$ cat config.mk
export PLATFORM = sky130hd
export DESIGN_NAME = tick_rate_selector
export DESIGN_NICKNAME = d
export VERILOG_FILES = /design/src/rtl/tick_rate_selector.sv
export SDC_FILE = /design/constraint.sdc
export NUM_CORES = 1
export LEC_CHECK = 0
export ABC_AREA = 1
export BUFFER_PORTS_ARGS = -buffer_cell sky130_fd_sc_hd__buf_2
export CAP_MARGIN = 30
export CORE_MARGIN = 2
export CORE_UTILIZATION = 35
export DETAILED_ROUTE_END_ITERATION = 7
export HOLD_SLACK_MARGIN = 0.12
export SLEW_MARGIN = 20
export SYNTH_ARGS = -nofsm -noshare
export SYNTH_HDL_FRONTEND = slang
export SYNTH_SLANG_ARGS = --single-unit
export TNS_END_PERCENT = 30
$ cat constraint.sdc
create_clock -name clock -period 1.5 [get_ports clock]
set_clock_uncertainty 0.05 [all_clocks]
set_input_delay 0 -clock clock [delete_from_list [all_inputs] [get_ports clock]]
set_output_delay 0 -clock clock [all_outputs]
set_load 0.02 [all_outputs]
$ cat src/rtl/tick_rate_selector.sv
// Programmable-rate divided clock: a base prescaler feeds a half-period counter whose
// length is picked by prioritised mode requests. Rate changes land only on full-period boundaries.
module tick_rate_selector #(
    parameter int N_RATES    = 4,
    parameter int PRESCALE   = 50000,
    parameter int RATE_SHIFT = 1,
    parameter int N_REQ      = 4,
    localparam int SW        = (N_RATES > 1) ? $clog2(N_RATES) : 1,
    parameter logic [SW*N_REQ-1:0] RATE_MAP = {SW'(3), SW'(1), SW'(0), SW'(1)},
    parameter int DEFAULT_RATE = 0
) (
    input  logic             clock,
    input  logic             reset_n,
    input  logic [N_REQ-1:0] req,
    input  logic             hold,
    output logic             new_clock,
    output logic             tick,
    output logic [SW-1:0]    rate_sel,
    output logic             switching
);

    localparam int HW = (N_RATES - 1) * RATE_SHIFT + 1;
    localparam int CW = (PRESCALE > 1) ? $clog2(PRESCALE) : 1;
    localparam logic [SW-1:0] MAX_RATE = SW'(N_RATES - 1);
    localparam logic [SW-1:0] DEF_RATE =
        (SW'(DEFAULT_RATE) > MAX_RATE) ? MAX_RATE : SW'(DEFAULT_RATE);
    localparam logic [CW-1:0] BASE_LAST = CW'(PRESCALE - 1);

    logic [CW-1:0] base_cnt_reg, base_cnt_next;
    logic [HW-1:0] half_cnt_reg, half_cnt_next;
    logic          new_clock_reg, new_clock_next;
    logic          tick_reg, tick_next;
    logic [SW-1:0] rate_sel_reg, rate_sel_next;
    logic          switching_reg, switching_next;

    logic [SW-1:0] map_entry [N_REQ];
    logic [SW-1:0] target;
    logic [HW-1:0] half_last;
    logic          base_tick;

    // Out-of-range map entries saturate to the slowest rate.
    for (genvar gi = 0; gi < N_REQ; gi++) begin : g_map
        assign map_entry[gi] = (RATE_MAP[gi*SW +: SW] > MAX_RATE) ? MAX_RATE
                                                                  : RATE_MAP[gi*SW +: SW];
    end

    // Later (higher-index) requests overwrite earlier ones, giving top-index priority.
    always_comb begin
        target = DEF_RATE;
        for (int j = 0; j < N_REQ; j++) begin
            if (req[j]) begin
                target = map_entry[j];
            end
        end
    end

    assign base_tick = (base_cnt_reg == BASE_LAST);
    assign half_last = (HW'(1) << (int'(rate_sel_reg) * RATE_SHIFT)) - HW'(1);

    always_comb begin
        base_cnt_next  = base_cnt_reg;
        half_cnt_next  = half_cnt_reg;
        new_clock_next = new_clock_reg;
        tick_next      = 1'b0;
        rate_sel_next  = rate_sel_reg;
        switching_next = switching_reg;
        if (!hold) begin
            base_cnt_next = base_tick ? '0 : base_cnt_reg + CW'(1);
            if (base_tick) begin
                if (half_cnt_reg == half_last) begin
                    half_cnt_next  = '0;
                    new_clock_next = !new_clock_reg;
                    tick_next      = !new_clock_reg;
                    // A falling edge closes a full period: the only safe point to retune.
                    if (new_clock_reg) begin
                        rate_sel_next = target;
                    end
                end else begin
                    half_cnt_next = half_cnt_reg + HW'(1);
                end
            end
            switching_next = (target != rate_sel_next);
        end
    end

    always_ff @(posedge clock or negedge reset_n) begin
        if (!reset_n) begin
            base_cnt_reg  <= '0;
            half_cnt_reg  <= '0;
            new_clock_reg <= 1'b0;
            tick_reg      <= 1'b0;
            rate_sel_reg  <= DEF_RATE;
            switching_reg <= 1'b0;
        end else begin
            base_cnt_reg  <= base_cnt_next;
            half_cnt_reg  <= half_cnt_next;
            new_clock_reg <= new_clock_next;
            tick_reg      <= tick_next;
            rate_sel_reg  <= rate_sel_next;
            switching_reg <= switching_next;
        end
    end

    assign new_clock = new_clock_reg;
    assign tick      = tick_reg;
    assign rate_sel  = rate_sel_reg;
    assign switching = switching_reg;

endmodule

After elaboration in Yosys (flattened, before gate mapping) --
Cells that the tools add are included.
Storage, ports and cells: input bits 7, register bits after elaboration 25, output and inout bits 5
Cells by class: muxes and demuxes 13, eq/ne operators 3, add/sub/neg operators 3, reduce and logical (&&, ||, !) cells 3, shift-type cells 1, bitwise logic cells 1
Operators by type and width (count):
- 16-bit by 1-bit adder with 16-bit output (second input constant) | 1
- 16-bit equality test (second input constant) | 1
- 16-bit two-way mux | 1
- 2-bit two-way mux | 6
- 1-bit two-way mux | 5
- 4-bit by 1-bit adder with 4-bit output (second input constant) | 1
- 4-bit equality test | 1
- 4-bit two-way mux | 1
- 1-bit by 2-bit left shift with 4-bit output (first input constant) | 1
- 4-bit by 2-bit subtractor with 4-bit output (second input constant) | 1
- 3-bit AND reduction | 1
- 2-bit != test | 1
- 2-bit AND reduction | 1
- 1-bit logical NOT | 1
- 1-bit NOT | 1

Depth between registers and ports, before layout --
depth in word-level cells 9, depth in mapped cells 11, mapped depth without buffers 11

Worst setup path after synthesis --
OpenSTA, ideal clock, no wires.
path type register to register, start register rate_sel_reg[1], in the netlist rate_sel[1], end register switching_reg, in the netlist switching, stages on the path, launching flop included 12, data arrival time 1.326 ns, path slack 0.007 ns, buffers on the path 0, library setup time 0.117 ns, path through dfrtp_1 -> inv_1 -> nand2_1 -> nand2_1 -> nand2_1 -> nand2_1 -> nor2_4 -> nand2_2 -> nand3b_1 -> nand2_1 -> nor2_1 -> nor2_1
On the way: word-level cells in the longest chain between the ends 7
RTL lines:
- start, declared | line 33 | logic [SW-1:0] rate_sel_reg, rate_sel_next;
- start signal, assigned | line 99 | rate_sel_reg <= rate_sel_next;
- 1-bit by 2-bit left shift with 4-bit output | line 58 | assign half_last = (HW'(1) << (int'(rate_sel_reg) * RATE_SHIFT)) - HW'(1);
- 4-bit by 2-bit subtractor with 4-bit output | line 58
- 4-bit equality test | line 70 | if (half_cnt_reg == half_last) begin
- 2-bit two-way mux | line 70
- 2-bit two-way mux (*) | line 69 | if (base_tick) begin
- 2-bit two-way mux (*) | line 67 | if (!hold) begin
- 2-bit != test (*) | line 82 | switching_next = (target != rate_sel_next);
- end signal, assigned | line 100 | switching_reg <= switching_next;
- end, declared | line 34 | logic switching_reg, switching_next;
Mark *: on every way between the ends. The rest lies on a longest branch, timed or not. The select of a mux whose other input is x is not followed. A chain may end at the register's enable or synchronous reset.

Final worst setup path --
start register base_cnt_reg[4], end register base_cnt_reg[7]
On the way: word-level cells in the longest chain between the ends 2
RTL lines:
- start, declared | line 29 | logic [CW-1:0] base_cnt_reg, base_cnt_next;
- start signal, assigned | line 95 | base_cnt_reg <= base_cnt_next;
- 16-bit by 1-bit adder with 16-bit output or 16-bit equality test (tied branches) | line 68, 57
- 16-bit two-way mux (*) | line 68 | base_cnt_next = base_tick ? '0 : base_cnt_reg + CW'(1);
Mark *: on every way between the ends. The rest lies on a longest branch, timed or not.

==> results.json <==
{
  "synth.top_cell.area_share": 0.421,
  "fmax_ghz": 0.665,
  "rsz0062_at_grt": "yes",
  "clock_path_buffers": 2,
  "routed_wl_mm": 3.13,
  "slew_headroom": 0.622,
  "via_count": 1341,
  "status": "complete, but fails checks",
  "hold_viol_final": 0,
  "period_minus_slack_ps": 1500,
  "yosys_warnings": 0,
  "finalCritPeriodShare": 1.00,
  "fp.dieH_um": 69.2,
  "synth_area_leader_cell": "dfrtp_1",
  "synth_simple_gate_area_frac": 0.358,
  "grt_pass1_vias": 1267,
  "io_buffers": 11,
  "drv_slew": 0,
  "vias_per_cell": 4.69,
  "n_antenna_cell": 0,
  "drive_gt1_frac": 0.335,
  "antenna_found_initial": 0,
  "startpoint_type": "flip-flop",
  "clkLatencyLatePin_ps": 270,
  "cts_max_level": 1,
  "final_antenna_net_count": 0,
  "synth_cells": 194,
  "required_ps": 1610,
  "core_um2": 4060,
  "clk_pin_slew_ps": 90,
  "r2r_start": "base_cnt_reg[4]",
  "maxCapViolCount": 0,
  "ys_seq_elements": 25,
  "numCtsBuffers": 3,
  "wl_met3_um": 133,
  "nets": 246,
  "pin_count": 12,
  "dp_cells": 275,
  "avgRoutedWirePerCell_um": 10.9,
  "setup_ws_ps": -4.04,
  "routed-wl-met2_mm": 1.42,
  "synth-seq-area-share": 0.421,
  "layout.cells.non_filler": 286,
  "die-area_um2": 4780,
  "reg2reg_setup_slack_ps": -4,
  "crit_fanout": 5,
  "synth_top_family_by_area": "simple AND/OR/NAND/NOR gates",
  "final_cell_area_um2": 1940,
  "violations": "negative setup slack",
  "top_layer": "met4",
  "synth_fa_ha_area_frac": 0.0168,
  "arrival_ps": 1620,
  "cts_tree": "built",
  "synth_common_cells": "nand2_1, inv_1, dfrtp_1",
  "syn_nets": 203,
  "cts_root_buf": "clkbuf_8",
  "ys.flop_type": "dfrtp_1",
  "avgSynthCellArea_um2": 7.66,
  "power_density_nw_per_um2": 1010,
  "track_usage": 0.141,
  "synth_compound_area_frac": 0.0901,
  "worst_slew_pin_slew_ps": 568,
  "synth_edf_count": 0,
  "drc": 0,
  "syn_to_final_growth_pct": 30.6,
  "detailed_place_hpwl_mm": 2.31,
  "async_flop_share": 1.00,
  "die_w_um": 69.2,
  "initial_core_util": 0.366,
  "placed_cell_area_um2": 1760,
  "p_leak_nw": 0.959,
  "hp-class": "input pin to asynchronous set/reset pin",
  "clock-sinks": 25,
  "drt_iter0_drc": 143,
  "worstSetupPathType": "flip-flop to flip-flop",
  "grt_max_degree": 26,
  "grt_pass1_wl_mm": 5.55,
  "r2r_end": "base_cnt_reg[7]",
  "setup_violations": 1,
  "drtPass1Iterations": 4,
  "muxShareOfSynthArea": 0,
  "synthTopCellsByArea": "dfrtp_1, nand2_1, inv_1",
  "end_kind": "flip-flop",
  "reg2regPathDepth": 7,
  "synth.most_common_cell": "nand2_1",
  "vdd_drop_max_mv": 0.510,
  "met1_length_mm": 1.52,
  "synth_area_um2": 1490,
  "synth_xor_area_frac": 0.0236,
  "gp_congestion": 0.859,
  "gr-total-overflow": 0,
  "rows": 23,
  "largest_reg_flops": 16,
  "ys_types": 29
}
==> per-stage QoR <==
| step | power, W | util | hold WS, ps | setup slack (ps) | TNS [ps] |
|---|---|---|---|---|---|
| 2_1_floorplan | 0.00124 | - | -346 | 6.83 | 0 |
| 3_3_place_gp | 0.00147 | 0.433 | -14.4 | -61.7 | -157 |
| 3_5_place_dp | 0.00147 | 0.433 | -15.3 | -87.6 | -482 |
| 4_1_cts | 0.00193 | 0.465 | 203 | 11.2 | 0 |
| 5_1_grt | 0.00211 | 0.479 | 259 | -142 | -1050 |
| 6_report | 0.00196 | 0.479 | 197 | -4.04 | -4.04 |
==> routing by layer <==
metal / up-vias / track usage
met4: 0 / 0.0327
met5: - / 0
li1: 706 / -
met1: 585 / 0.196
met3: 8 / 0.0305
met2: 42 / 0.225
==> worst max path at each step <==
stage                                from               to  depth (start not counted)
final                     base_cnt_reg[4]  base_cnt_reg[7]                          7
after global placement    base_cnt_reg[1]  base_cnt_reg[7]                          7
after detailed placement  base_cnt_reg[0]        switching                         10
after CTS                 base_cnt_reg[1]        switching                         10
after global routing      base_cnt_reg[1]  base_cnt_reg[6]                          7
after floorplan               rate_sel[1]        switching                         11
==> cells by family after synthesis <==
logic type | Yosys count
flip-flops | 25
AND/OR/NAND/NOR | 105
XOR/XNOR | 4
AO/OA/AOI/OAI | 24
buffers and inverters | 34
adder cells (fa/ha/maj) | 2
==> critical path, stage by stage, from the launching register on <==
cell     delay [ps]
dfrtp_1         380
buf_4           160
inv_2            70
nand4_1         110
nor3_2          210
nand4_1         210
o21ai_0         130
a21oi_1          70
==> timing repair <==
action                                 in CTS  in global routing
setup buffers                               2                  1
gates cloned                                0                  0
pin swaps                                   4                  8
setup endpoints to repair                  15                 19
endpoints found under the hold margin      31                  0
gates resized for setup                     7                 17
hold buffers                                4                  0
==> final cells by class <==
| type | instances | area (um^2) |
|---|---|---|
| fill | 395 | 2120 |
| tap | 50 | 62.6 |
| inverter | 32 | 126 |
| clock buffer | 4 | 45.0 |
| sequential | 25 | 627 |
| multi-input combinational | 135 | 795 |
| timing repair buffer | 40 | 287 |
==> report_power, final <==
group / internal [W] / switching, W
clock: 0.000190 / 0.000218
combinational: 0.000286 / 0.000372
sequential: 0.000792 / 0.000104
total: 0.00127 / 0.000694
==> cells in the final DEF, fill, tap and decap left out, drive strengths merged, types with 3 or more instances in the layout <==
| cell type | instances |
|---|---|
| nand2 | 41 |
| buf | 36 |
| nor2 | 33 |
| inv | 31 |
| dfrtp | 25 |
| nand3 | 15 |
| o21ai | 13 |
| nor3 | 11 |
| a21oi | 8 |
| dlygate4sd3 | 4 |
| clkbuf | 4 |
| nand4 | 3 |
Power figures use the tool's default switching activity.
